$ cat config.mk
export PLATFORM = sky130hd
export DESIGN_NAME = dmem_arbiter_flat
export DESIGN_NICKNAME = d
export VERILOG_FILES = /design/src/rtl/dmem_arb_pkg.sv /design/src/rtl/dmem_arbiter_if.sv /design/src/rtl/arb_rr2.sv /design/src/rtl/dmem_arbiter.sv /design/src/flat_wrapper.sv
export SDC_FILE = /design/constraint.sdc
export NUM_CORES = 1
export LEC_CHECK = 0
export ABC_CLOCK_PERIOD_IN_PS = 3000
export BUFFER_PORTS_ARGS = -buffer_cell sky130_fd_sc_hd__buf_2
export CAP_MARGIN = 20
export CORE_AREA = 2 2 105 107
export CTS_CLUSTER_SIZE = 30
export DETAILED_ROUTE_END_ITERATION = 6
export DIE_AREA = 0 0 107 109
export GPL_TIMING_DRIVEN = 0
export PLACE_DENSITY = 0.75
export SYNTH_ARGS = -nofsm -noshare
export SYNTH_HDL_FRONTEND = slang
export SYNTH_SLANG_ARGS = --single-unit
$ cat constraint.sdc
create_clock -name clock -period 3 [get_ports clock]
set_input_delay 0.45 -clock clock [delete_from_list [all_inputs] [get_ports clock]]
set_output_delay 0.45 -clock clock [all_outputs]
set_load 0.1 [all_outputs]
$ cat src/rtl/dmem_arb_pkg.sv
// Shared types for the data-memory arbiter: FSM state encoding and requester IDs.
package dmem_arb_pkg;

    typedef enum logic [1:0] {
        IDLE    = 2'd0,
        WR      = 2'd1,
        RD_ADDR = 2'd2,
        RD_DATA = 2'd3
    } arbState_e;

    typedef logic reqId_t;

    localparam reqId_t ID_CPU = 1'b0;
    localparam reqId_t ID_IO  = 1'b1;

endpackage

$ cat src/rtl/dmem_arbiter_if.sv
// Bus bundle between the two requesters, the arbiter and dmemory32.
interface dmem_arbiter_if;

    logic        cpu_req;
    logic        cpu_we;
    logic [31:0] cpu_addr;
    logic [31:0] cpu_wdata;
    logic        cpu_gnt;
    logic        cpu_rvalid;

    logic        io_req;
    logic        io_we;
    logic [31:0] io_addr;
    logic [31:0] io_wdata;
    logic        io_gnt;
    logic        io_rvalid;

    logic [31:0] rdata;

    logic        mem_write;
    logic [31:0] mem_addr;
    logic [31:0] mem_wdata;
    logic [31:0] mem_rdata;

    // Arbiter side
    modport slave (
        input  cpu_req, cpu_we, cpu_addr, cpu_wdata,
        input  io_req, io_we, io_addr, io_wdata,
        input  mem_rdata,
        output cpu_gnt, cpu_rvalid, io_gnt, io_rvalid, rdata,
        output mem_write, mem_addr, mem_wdata
    );

    // Requester / memory side
    modport master (
        output cpu_req, cpu_we, cpu_addr, cpu_wdata,
        output io_req, io_we, io_addr, io_wdata,
        output mem_rdata,
        input  cpu_gnt, cpu_rvalid, io_gnt, io_rvalid, rdata,
        input  mem_write, mem_addr, mem_wdata
    );

endinterface

$ cat src/rtl/arb_rr2.sv
// Two-way combinational winner select: round-robin on ties, or fixed CPU priority.
module arb_rr2
    import dmem_arb_pkg::*;
(
    input  logic   cpuReq,
    input  logic   ioReq,
    input  reqId_t lastId,
    input  logic   cpuPrio,
    output reqId_t winId,
    output logic   winValid
);

    always_comb begin
        winValid = cpuReq | ioReq;
        winId    = ID_CPU;
        if (cpuReq && ioReq) begin
            // On a tie the requester not served last wins unless CPU priority is set
            winId = (cpuPrio || (lastId == ID_IO)) ? ID_CPU : ID_IO;
        end else if (ioReq) begin
            winId = ID_IO;
        end
    end

endmodule

$ cat src/rtl/dmem_arbiter.sv
// Arbitrates CPU and IO-loader accesses onto a single synchronous-read dmemory32 port.
//
// state   | meaning
// IDLE    | arbitrate; winner's gnt pulses and its request is latched
// WR      | mem_write=1 with latched addr/wdata for one cycle
// RD_ADDR | latched addr presented to memory
// RD_DATA | mem_rdata captured into rdata; owner's rvalid pulses next cycle
module dmem_arbiter
    import dmem_arb_pkg::*;
#(
    parameter bit CPU_PRIO = 1'b0
) (
    input  logic           clock,
    input  logic           reset,
    dmem_arbiter_if.slave  bus
);

    arbState_e   state;
    reqId_t      lastServed;
    reqId_t      owner;
    reqId_t      winId;
    logic        winValid;
    logic        grant;

    logic        winWe;
    logic [31:0] winAddr;
    logic [31:0] winWdata;

    logic        memWrite;
    logic [31:0] memAddr;
    logic [31:0] memWdata;
    logic [31:0] rdataQ;
    logic        cpuRvalid;
    logic        ioRvalid;

    arb_rr2 uArb (
        .cpuReq   (bus.cpu_req),
        .ioReq    (bus.io_req),
        .lastId   (lastServed),
        .cpuPrio  (CPU_PRIO),
        .winId    (winId),
        .winValid (winValid)
    );

    // Grant is a same-cycle pulse, so it must be masked while reset is held
    assign grant    = (state == IDLE) && winValid && !reset;
    assign winWe    = (winId == ID_CPU) ? bus.cpu_we    : bus.io_we;
    assign winAddr  = (winId == ID_CPU) ? bus.cpu_addr  : bus.io_addr;
    assign winWdata = (winId == ID_CPU) ? bus.cpu_wdata : bus.io_wdata;

    always_ff @(posedge clock) begin
        if (reset) begin
            state      <= IDLE;
            lastServed <= ID_IO;
            owner      <= ID_CPU;
            memWrite   <= 1'b0;
            memAddr    <= '0;
            memWdata   <= '0;
            rdataQ     <= '0;
            cpuRvalid  <= 1'b0;
            ioRvalid   <= 1'b0;
        end else begin
            cpuRvalid <= 1'b0;
            ioRvalid  <= 1'b0;
            case (state)
                IDLE: begin
                    if (grant) begin
                        lastServed <= winId;
                        owner      <= winId;
                        memAddr    <= winAddr;
                        memWdata   <= winWdata;
                        if (winWe) begin
                            memWrite <= 1'b1;
                            state    <= WR;
                        end else begin
                            state    <= RD_ADDR;
                        end
                    end
                end
                WR: begin
                    memWrite <= 1'b0;
                    memAddr  <= '0;
                    memWdata <= '0;
                    state    <= IDLE;
                end
                RD_ADDR: begin
                    state <= RD_DATA;
                end
                RD_DATA: begin
                    rdataQ    <= bus.mem_rdata;
                    cpuRvalid <= (owner == ID_CPU);
                    ioRvalid  <= (owner == ID_IO);
                    memAddr   <= '0;
                    memWdata  <= '0;
                    state     <= IDLE;
                end
                default: begin
                    memWrite <= 1'b0;
                    memAddr  <= '0;
                    memWdata <= '0;
                    state    <= IDLE;
                end
            endcase
        end
    end

    assign bus.cpu_gnt    = grant && (winId == ID_CPU);
    assign bus.io_gnt     = grant && (winId == ID_IO);
    assign bus.cpu_rvalid = cpuRvalid;
    assign bus.io_rvalid  = ioRvalid;
    assign bus.rdata      = rdataQ;
    assign bus.mem_write  = memWrite;
    assign bus.mem_addr   = memAddr;
    assign bus.mem_wdata  = memWdata;

endmodule

$ cat src/flat_wrapper.sv
// flat-port wrapper written by rule: the top's interface ports become plain ports
module dmem_arbiter_flat import dmem_arb_pkg::*;
#(
    parameter bit CPU_PRIO = 1'b0
)
  (clock, reset, bus_cpu_req, bus_cpu_we, bus_cpu_addr, bus_cpu_wdata, bus_io_req, bus_io_we, bus_io_addr, bus_io_wdata, bus_mem_rdata, bus_cpu_gnt, bus_cpu_rvalid, bus_io_gnt, bus_io_rvalid, bus_rdata, bus_mem_write, bus_mem_addr, bus_mem_wdata);
  dmem_arbiter_if bus_i ();
  input  logic clock;
  input  logic reset;
  input wire logic [$bits(bus_i.cpu_req)-1:0] bus_cpu_req;
  input wire logic [$bits(bus_i.cpu_we)-1:0] bus_cpu_we;
  input wire logic [$bits(bus_i.cpu_addr)-1:0] bus_cpu_addr;
  input wire logic [$bits(bus_i.cpu_wdata)-1:0] bus_cpu_wdata;
  input wire logic [$bits(bus_i.io_req)-1:0] bus_io_req;
  input wire logic [$bits(bus_i.io_we)-1:0] bus_io_we;
  input wire logic [$bits(bus_i.io_addr)-1:0] bus_io_addr;
  input wire logic [$bits(bus_i.io_wdata)-1:0] bus_io_wdata;
  input wire logic [$bits(bus_i.mem_rdata)-1:0] bus_mem_rdata;
  output wire logic [$bits(bus_i.cpu_gnt)-1:0] bus_cpu_gnt;
  output wire logic [$bits(bus_i.cpu_rvalid)-1:0] bus_cpu_rvalid;
  output wire logic [$bits(bus_i.io_gnt)-1:0] bus_io_gnt;
  output wire logic [$bits(bus_i.io_rvalid)-1:0] bus_io_rvalid;
  output wire logic [$bits(bus_i.rdata)-1:0] bus_rdata;
  output wire logic [$bits(bus_i.mem_write)-1:0] bus_mem_write;
  output wire logic [$bits(bus_i.mem_addr)-1:0] bus_mem_addr;
  output wire logic [$bits(bus_i.mem_wdata)-1:0] bus_mem_wdata;
  assign bus_i.cpu_req = bus_cpu_req;
  assign bus_i.cpu_we = bus_cpu_we;
  assign bus_i.cpu_addr = bus_cpu_addr;
  assign bus_i.cpu_wdata = bus_cpu_wdata;
  assign bus_i.io_req = bus_io_req;
  assign bus_i.io_we = bus_io_we;
  assign bus_i.io_addr = bus_io_addr;
  assign bus_i.io_wdata = bus_io_wdata;
  assign bus_i.mem_rdata = bus_mem_rdata;
  assign bus_cpu_gnt = bus_i.cpu_gnt;
  assign bus_cpu_rvalid = bus_i.cpu_rvalid;
  assign bus_io_gnt = bus_i.io_gnt;
  assign bus_io_rvalid = bus_i.io_rvalid;
  assign bus_rdata = bus_i.rdata;
  assign bus_mem_write = bus_i.mem_write;
  assign bus_mem_addr = bus_i.mem_addr;
  assign bus_mem_wdata = bus_i.mem_wdata;
  dmem_arbiter #(.CPU_PRIO(CPU_PRIO)) u_core (.clock(clock), .reset(reset), .bus(bus_i));
endmodule
==> results of run 1 <==
kinds of logic (layout without fill, tap and decap cells):
| logic type | Yosys count | after routing | synth area share (%) |
|---|---|---|---|
| simple gates | 213 | 213 | 22.80 |
| compound gates | 104 | 104 | 21.15 |
| flops | 103 | 103 | 50.29 |
| buf+inv | 49 | 330 | 5.767 |
| other cells | 0 | 1 | 0 |
cell type report:
type / count / area [µm²]
tap: 140 / 175.2
clock buffer: 11 / 131.4
fill: 1012 / 4815
timing repair buffer: 266 / 1331
buffer: 48 / 232.7
clock inverter: 4 / 47.55
multi-input combinational: 317 / 1802
antenna: 1 / 2.502
inverter: 1 / 3.754
sequential: 103 / 2062
layer usage:
layer	global-route usage, %	wire [µm]	vias up
met5	0	0	-
met4	7.514	218	0
met3	6.336	1156	17
met2	36.35	6313	201
met1	25.96	5320	2071
li1	-	-	2244
how the worst min path moves through the flow:
stage                                         start                                   to  cells past startpoint
final                                bus_io_addr[7]  u_core.bus.mem_addr[7]$_SDFFE_PP0P_                      2
after global routing                 bus_io_addr[7]  u_core.bus.mem_addr[7]$_SDFFE_PP0P_                      2
after CTS                            bus_io_addr[8]  u_core.bus.mem_addr[8]$_SDFFE_PP0P_                      2
after detailed placement  u_core.owner$_SDFFE_PP0P_     u_core.bus.cpu_rvalid$_SDFF_PP0_                      1
after global placement    u_core.owner$_SDFFE_PP0P_     u_core.bus.cpu_rvalid$_SDFF_PP0_                      1
after floorplan           u_core.owner$_SDFFE_PP0P_     u_core.bus.cpu_rvalid$_SDFF_PP0_                      1
placed cells by master (no fill, tap or decap), types with 2 or more instances in the layout:
cell type,instances
nor3_1,63
clkbuf_1,35
or2_2,2
clkbuf_8,9
nand2_1,130
nor2_1,4
a21oi_1,33
clkinv_2,2
buf_6,5
dfxtp_1,103
nor3b_1,3
a221o_1,64
nand2b_1,2
o311a_1,2
buf_2,275
and2_1,2
power groups by stage:
stage	Sequential (mW)	Combinational (mW)	Clock [mW]
after detailed placement	1.58	1.43	0
final	1.55	1.43	0.827
after floorplan	2.38	0.313	0
after global routing	1.56	1.50	0.916
after global placement	1.58	1.42	0
after CTS	1.55	1.43	0.846
flip-flops by register name, summed over array words and instances (netlist names), 2 cells and up:
register / flops
u_core.bus.mem_addr: 32
u_core.bus.rdata: 32
u_core.bus.mem_wdata: 32
u_core.state: 2
worst max-delay path, stage by stage, from the launching register on:
cell     delay (ns)
dfxtp_1        0.31
buf_6          0.13
or3b_1         0.41
nor3_2         0.25
buf_2          0.27
buf_2          0.46
==> results.yml, run 1 <==
synthesis:
  synthDistinctLibCells: 28
  synth_edf_count: 0
  yosysWarnings: 0
  synth_ff_type: "dfxtp_1"
  synthCells: 469
  synth_top_area_share_pct: 50.29
  yosys.area.top_type: "dfxtp_1"
  syn-num-nets: 635
  synthTopCellsByArea: "dfxtp_1, a221o_1, nand2_1, nor3_1, a21oi_1"
  ys_ff_latch: 103
  syn_area_um2: 4100
  ys_seq_area_share_pct: 50.29
  syn_area_per_cell_um2: 8.742
  synthArstFlopShare_pct: 0
  synth_most_common_cell: "nand2_1"
  synth_commonest_cells: "nand2_1, dfxtp_1, a221o_1"
power:
  combPwrFrac_pct: 37.5
  powerDensity_nw_per_um2: 657.8
  vdd_drop_max_uv: 369.7
  p_sw_mw: 1.640
  total_power_mw: 3.807
  cell_internal_pwr_mw: 2.168
  swShare_pct: 43.06
  clkPwrFrac_pct: 21.7
  leakagePower_nw: 2.798
  power_frac_seq_pct: 40.8
global_routing:
  grt_pass1_vias: 4255
  overflow: 0
  grt_pass1_wl_mm: 20.17
  grt_start_max_net_pins: 16
  antenna_found_initial: 1
  globalRouteTotalUtil_pct: 21.43
sta:
  finalCriticalPeriod_ns: 2.636
  fin_skew_ns: 0.009863
  drv_slew: 0
  setup_ws_ns: 0.3639
  setup-tns-final_ns: 0
  finalSetupViolCount: 0
  hold_violations: 0
  fin_crit_sh_pct: 87.87
  maxSlewHeadroom_pct: 60.42
  max_freq_ghz: 0.3794
  tightest_slew_ns: 0.5937
  hold_ws_ns: 0.3097
  rsz0062_at_grt: "false"
routing:
  ant_nets: 0
  firstDrtPassIters: 4
  route.detailed.drc: 0
  wl_mm: 13.01
  viasPerCell: 5.088
  vias: 4533
  routedWlPerCell_um: 14.60
  drtIter0Drc: 235
die:
  die_h_um: 109
  die_x_um: 107
  start_util_pct: 38.67
  ioPinCount: 267
  dieArea_um2: 11660
  core-area_um2: 10600
  num_rows: 38
placement:
  finalWeightedCongestion: 0.8259
  io_buffers: 266
  hpwl_mm: 10.07
  placed_area_um2: 5607
  place_ws_ns: 0.5718
  dpl.cell_count: 875
clock_network:
  root_buffer: "clkbuf_8"
  clock_sink_count: 103
  cts-buffers-inserted: 9
  cts_tree: "built"
  post_cts_resized: 0
  clk_latency_ns: 0.36
  clock_path_buffers: 2
  cts.clk_slew.worst_paths_ns: 0.09
  htree_levels: 3
  cts.hold.buffers_added: 0
  cts_setup_buffers: 0
final_layout:
  syn2layout_area_growth_pct: 41.17
  layout.nets: 912
  utilization_pct: 54.59
  drive_gt1_share_pct: 40.00
  postLayoutCellArea_um2: 5788
  stdcell_count: 891
worst_setup_path:
  cp-startpoint: "u_core.state[1]$_SDFFE_PP0P_"
  worstSetupStartpointType: "register"
  endpoint_kind: "output pin"
  arrival_ns: 2.19
  r2r-start: "u_core.state[0]$_SDFFE_PP0P_"
  r2r_cells: 6
  crit_path_max_fanout: 10
  critPathKind: "register to output pin"
  r2r_end: "u_core.bus.mem_wdata[28]$_SDFFE_PP0P_"
  r2r_slack_ns: 1.01
  endpoint: "bus_io_gnt"
  worstPathRequired_ns: 2.55
flow_run:
  maxCapViolations: 0
run_status:
  status: "complete, no violations"
min_path:
  worstHoldPathType: "input pin to register"
No activity file was read; power rests on OpenSTA's default activity.
==> run 2, diff against run 1 <==
CORE_AREA = 2 2 103 105   (was 2 2 105 107)
CTS_BUF_LIST = sky130_fd_sc_hd__clkbuf_8   (was default)
DIE_AREA = 0 0 105 107   (was 0 0 107 109)
PLACE_DENSITY = 0.78   (was 0.75)
==> results.yml, run 2 (synthesized netlist as in run 1, its figures left out) <==
run_status:
  status: "complete, no violations"
routing:
  ant_nets: 0
  vias: 4575
  route.detailed.drc: 0
  routedWlPerCell_um: 15.37
  viasPerCell: 5.146
  firstDrtPassIters: 5
  drtIter0Drc: 253
  wl_mm: 13.66
final_layout:
  drive_gt1_share_pct: 40.00
  nFillCells: 967
  multi_input_area_um2: 1802
  layout_common_cells: "buf_2, nand2_1, dfxtp_1"
  layout.nets: 912
  mostFrequentLayoutCell: "buf_2"
  stdcell_count: 889
  syn2layout_area_growth_pct: 41.07
  regArea_um2: 2062
global_routing:
  globalRouteTotalUtil_pct: 23.29
  grt_pass1_wl_mm: 20.89
  grt_start_max_net_pins: 16
  antenna_found_initial: 4
  grt_pass1_vias: 4412
  overflow: 0
placement:
  io_buffers: 266
  hpwl_mm: 10.57
  finalWeightedCongestion: 0.8553
  place_ws_ns: 0.6137
  dpl.cell_count: 871
power:
  leakagePower_nw: 2.803
  vdd_drop_max_uv: 326.5
  powerDensity_nw_per_um2: 652.6
  total_power_mw: 3.775
die:
  dieArea_um2: 11240
  core-area_um2: 10090
  die_x_um: 105
  ioPinCount: 267
  die_h_um: 107
  num_rows: 37
  start_util_pct: 40.63
worst_setup_path:
  worstSetupStartpointType: "register"
  r2r_cells: 6
  worstPathRequired_ns: 2.55
  path_cells: "buf_6 -> or3b_1 -> nor3_2 -> buf_2 -> buf_2"
  arrival_ns: 2.19
  critPathSlowestCell: "buf_2"
  slowest_delay_ns: 0.46
  path_common_cell: "buf_2"
  critPathKind: "register to output pin"
  endpoint_kind: "output pin"
  crit_path_max_fanout: 10
sta:
  finalCriticalPeriod_ns: 2.645
  drv_slew: 0
  max_freq_ghz: 0.3781
  hold_violations: 0
  finalSetupViolCount: 0
  maxSlewHeadroom_pct: 63.87
  fin_skew_ns: 0.01391
  tightest_slew_ns: 0.5420
  setup_ws_ns: 0.3553
  rsz0062_at_grt: "false"
  fin_crit_sh_pct: 88.16
  setup-tns-final_ns: 0
clock_network:
  clock_path_buffers: 2
  cts-buffers-inserted: 9
  cts_tree: "built"
  htree_levels: 3
  root_buffer: "clkbuf_8"
  cts_setup_buffers: 0
  post_cts_resized: 0
  cts.clk_slew.worst_paths_ns: 0.10
  clk_latency_ns: 0.36
  cts.hold.buffers_added: 0
  clock_sink_count: 103
flow_run:
  maxCapViolations: 0
min_path:
  min_path_cells: 2
  worstHoldPathType: "input pin to register"
-- run 2: cell types whose count changed in the layout (fill, tap and decap cells not counted), sizes merged --
cell    before  now
bufinv       1    0
clkinv       2    1
diode        1    3
inv          1    3
-- run 2: final timing paths --
path	start	to	slack, ns
worst max-delay path	u_core.state[1]$_SDFFE_PP0P_	bus_io_gnt	0.36
worst max register to register	u_core.state[0]$_SDFFE_PP0P_	u_core.bus.mem_addr[1]$_SDFFE_PP0P_	1.09
worst min register to register	u_core.owner$_SDFFE_PP0P_	u_core.bus.cpu_rvalid$_SDFF_PP0_	0.43
worst min-delay path	bus_io_wdata[0]	u_core.bus.mem_wdata[0]$_SDFFE_PP0P_	0.31
-- run 2: critical path, delay by kind of cell (launching register included) --
kind	cells	cell delay, ns
flops	1	0.32
buf+inv	3	0.86
simple gates	2	0.66
-- run 2: cell type report --
cell class / instances / area share, %
timing repair buffer: 266 / 23.02
clock inverter: 4 / 0.4110
inverter: 1 / 0.06489
sequential: 103 / 35.65
buffer: 48 / 4.023
multi-input combinational: 317 / 31.15
tap: 136 / 2.942
antenna: 3 / 0.1298
clock buffer: 11 / 2.617
-- run 2: metrics by stage --
step	util, %	instance area (µm²)	hold slack, ns
6_report	57.31	5784	0.3056
3_3_place_gp	55.50	5602	0.4070
5_1_grt	57.31	5784	0.2943
2_1_floorplan	-	4100	0.4025
4_1_cts	57.24	5777	0.2917
3_5_place_dp	55.50	5602	0.4204
-- run 2: routing by layer --
metal / part of all wire, % / vias up / track usage [%]
met5: 0.095 / - / 0
met4: 2.3 / 2 / 8.857
met3: 7.8 / 25 / 5.593
met2: 49 / 207 / 41.56
met1: 41 / 2098 / 26.98
li1: - / 2243 / -
-- run 2: report_power, final --
part	internal, mW	leakage (nW)	total [mW]	switching [mW]
clock	0.339	0.0940	0.792	0.453
combinational	0.301	1.87	1.43	1.13
sequential	1.49	0.842	1.55	0.0659
==> run 3, diff against run 2 <==
CORE_AREA = 2 2 105 107   (was 2 2 103 105)
CTS_BUF_LIST = default   (was sky130_fd_sc_hd__clkbuf_8)
DIE_AREA = 0 0 107 109   (was 0 0 105 107)
PLACE_DENSITY = 0.76   (was 0.78)
SYNTH_HIERARCHICAL = 1   (was default)
==> results.yml, run 3 <==
placement:
  io_buffers: 266
  placed_area_um2: 5719
  dpl.cell_count: 865
  hpwl_mm: 9.752
  finalWeightedCongestion: 0.7935
routing:
  routedWlPerCell_um: 14.18
  viasPerCell: 4.893
  vias: 4306
  ant_nets: 0
  route.detailed.drc: 0
  firstDrtPassIters: 4
  drtIter0Drc: 236
  wl_mm: 12.48
worst_setup_path:
  path_common_cell: "buf_2"
  worstPathRequired_ns: 2.55
  path_cells: "o21ai_1 -> and2_1 -> buf_2 -> buf_6 -> buf_4 -> and3_1 -> buf_2"
  critPathKind: "register to output pin"
  endpoint_kind: "output pin"
  crit_path_max_fanout: 10
  arrival_ns: 2.12
  worstSetupStartpointType: "register"
  slowest_delay_ns: 0.42
  critPathSlowestCell: "buf_2"
final_layout:
  layout_common_cells: "buf_2, dfxtp_1, a21oi_1"
  drive_gt1_share_pct: 44.59
  mostFrequentLayoutCell: "buf_2"
  layout.nets: 902
  postLayoutCellArea_um2: 5953
  stdcell_count: 880
  diodes: 0
  syn2layout_area_growth_pct: 41.48
clock_network:
  cts.clk_slew.worst_paths_ns: 0.09
  cts_setup_buffers: 0
  root_buffer: "clkbuf_8"
  clock_sink_count: 103
  post_cts_resized: 0
  cts_tree: "built"
  cts-buffers-inserted: 9
  htree_levels: 3
  clock_path_buffers: 2
  cts.hold.buffers_added: 0
  clk_latency_ns: 0.36
min_path:
  worstHoldPathType: "input pin to register"
synthesis:
  synthDistinctLibCells: 29
  synth_top_area_share_pct: 49.00
  ys_seq_area_share_pct: 49.00
  synth_most_common_cell: "dfxtp_1"
  syn_area_per_cell_um2: 9.167
  syn_area_um2: 4208
  yosys.area.top_type: "dfxtp_1"
  ys_ff_latch: 103
  syn-num-nets: 625
  synth_ff_type: "dfxtp_1"
  yosysWarnings: 6
  synthTopCellsByArea: "dfxtp_1, mux2i_1, a21oi_1, o21ai_0, nand2_1"
  synthArstFlopShare_pct: 0
  synth_commonest_cells: "dfxtp_1, a21oi_1, nand2_1"
  synthCells: 459
  synth_edf_count: 0
power:
  combPwrFrac_pct: 37.5
  cell_internal_pwr_mw: 2.359
  leakagePower_nw: 2.849
  clkPwrFrac_pct: 24.6
  total_power_mw: 4.116
  powerDensity_nw_per_um2: 691.4
  swShare_pct: 42.70
  power_frac_seq_pct: 37.9
  vdd_drop_max_uv: 360.5
  p_sw_mw: 1.758
sta:
  finalCriticalPeriod_ns: 2.570
  maxSlewHeadroom_pct: 64.05
  max_freq_ghz: 0.3891
  fin_crit_sh_pct: 85.66
  drv_slew: 0
  tightest_slew_ns: 0.5392
  hold_violations: 0
  rsz0062_at_grt: "false"
  finalSetupViolCount: 0
  fin_skew_ns: 0.01091
  setup-tns-final_ns: 0
global_routing:
  overflow: 0
  grt_start_max_net_pins: 17
  antenna_found_initial: 0
  globalRouteTotalUtil_pct: 20.29
  grt_pass1_wl_mm: 19.02
  grt_pass1_vias: 4191
die:
  die_x_um: 107
  start_util_pct: 39.69
  num_rows: 38
  core-area_um2: 10600
  dieArea_um2: 11660
  die_h_um: 109
  ioPinCount: 267
flow_run:
  maxCapViolations: 0
run_status:
  status: "complete, no violations"
-- run 3: cell count changes in the layout (fill, tap and decap cells not counted), sizes merged, moves of 17 or more --
cell,change
buf,+17
clkbuf,-27
o21ai,+68
nand2,-63
a221o,-64
a21oi,+66
mux2i,+64
nor3,-61
-- run 3: per-stage QoR --
step	hold slack [ns]	utilization [%]	setup slack, ns
global route	0.3116	56.15	0.2880
finish	0.3311	56.15	0.4302
floorplan	0.4095	-	0.2379
CTS	0.3169	56.15	0.4025
detailed placement	0.4455	53.94	0.6063
global placement	0.4389	53.94	0.6367
-- run 3: critical path, delay by kind of cell, from the launching register on --
family | cells | cell delay, ns
buf+inv | 4 | 1.01
simple gates | 2 | 0.30
flops | 1 | 0.32
compound gates | 1 | 0.13
-- run 3: final timing paths --
path	cells past startpoint	slack, ns	endpoint	startpoint
setup / recovery	7	0.43	bus_io_gnt	u_core/lastServed$_SDFFE_PP1P_
setup reg to reg	7	1.30	u_core/bus.mem_addr[1]$_SDFFE_PP0P_	u_core/lastServed$_SDFFE_PP1P_
hold reg to reg	2	0.46	u_core/bus.rdata[23]$_SDFFE_PP0N_	u_core/bus.rdata[23]$_SDFFE_PP0N_
hold / removal	3	0.33	u_core/bus.rdata[24]$_SDFFE_PP0N_	bus_mem_rdata[24]
-- run 3: final cells by class --
cell class                 count  area, µm²
fill                         960       4649
sequential                   103       2062
multi-input combinational    316       1909
timing repair buffer         266       1331
buffer                        40      241.5
tap                          140      175.2
clock buffer                   9      123.9
clock inverter                 6      110.1
-- run 3: logic make-up (layout without fill, tap and decap cells) --
logic type             Yosys count  in the layout  share of synthesized area (%)
AO/OA/AOI/OAI                  167            167                          21.11
buffers and inverters           40            321                          5.739
flip-flops                     103            103                          49.00
multiplexers                    65             65                          15.49
other                            1              1                        0.08912
AND/OR/NAND/NOR                 83             83                          8.564
-- run 3: power groups by stage --
stage | Clock, mW | Sequential [mW] | Combinational, mW
global route | 1.08 | 1.57 | 1.61
floorplan | 0 | 2.46 | 0.340
finish | 1.01 | 1.56 | 1.54
detailed placement | 0 | 1.59 | 1.55
global placement | 0 | 1.58 | 1.53
CTS | 1.03 | 1.56 | 1.55
-- run 3: metal layers --
| metal | part of all wire [%] | routed length (µm) | vias to the layer above | global-route usage (%) |
|---|---|---|---|---|
| li1 | - | - | 2146 | - |
| met1 | 41 | 5144 | 1968 | 23.39 |
| met2 | 49 | 6138 | 175 | 36.17 |
| met3 | 7.8 | 979 | 17 | 5.619 |
| met4 | 1.7 | 217 | 0 | 7.143 |
| met5 | 0 | 0 | - | 0 |
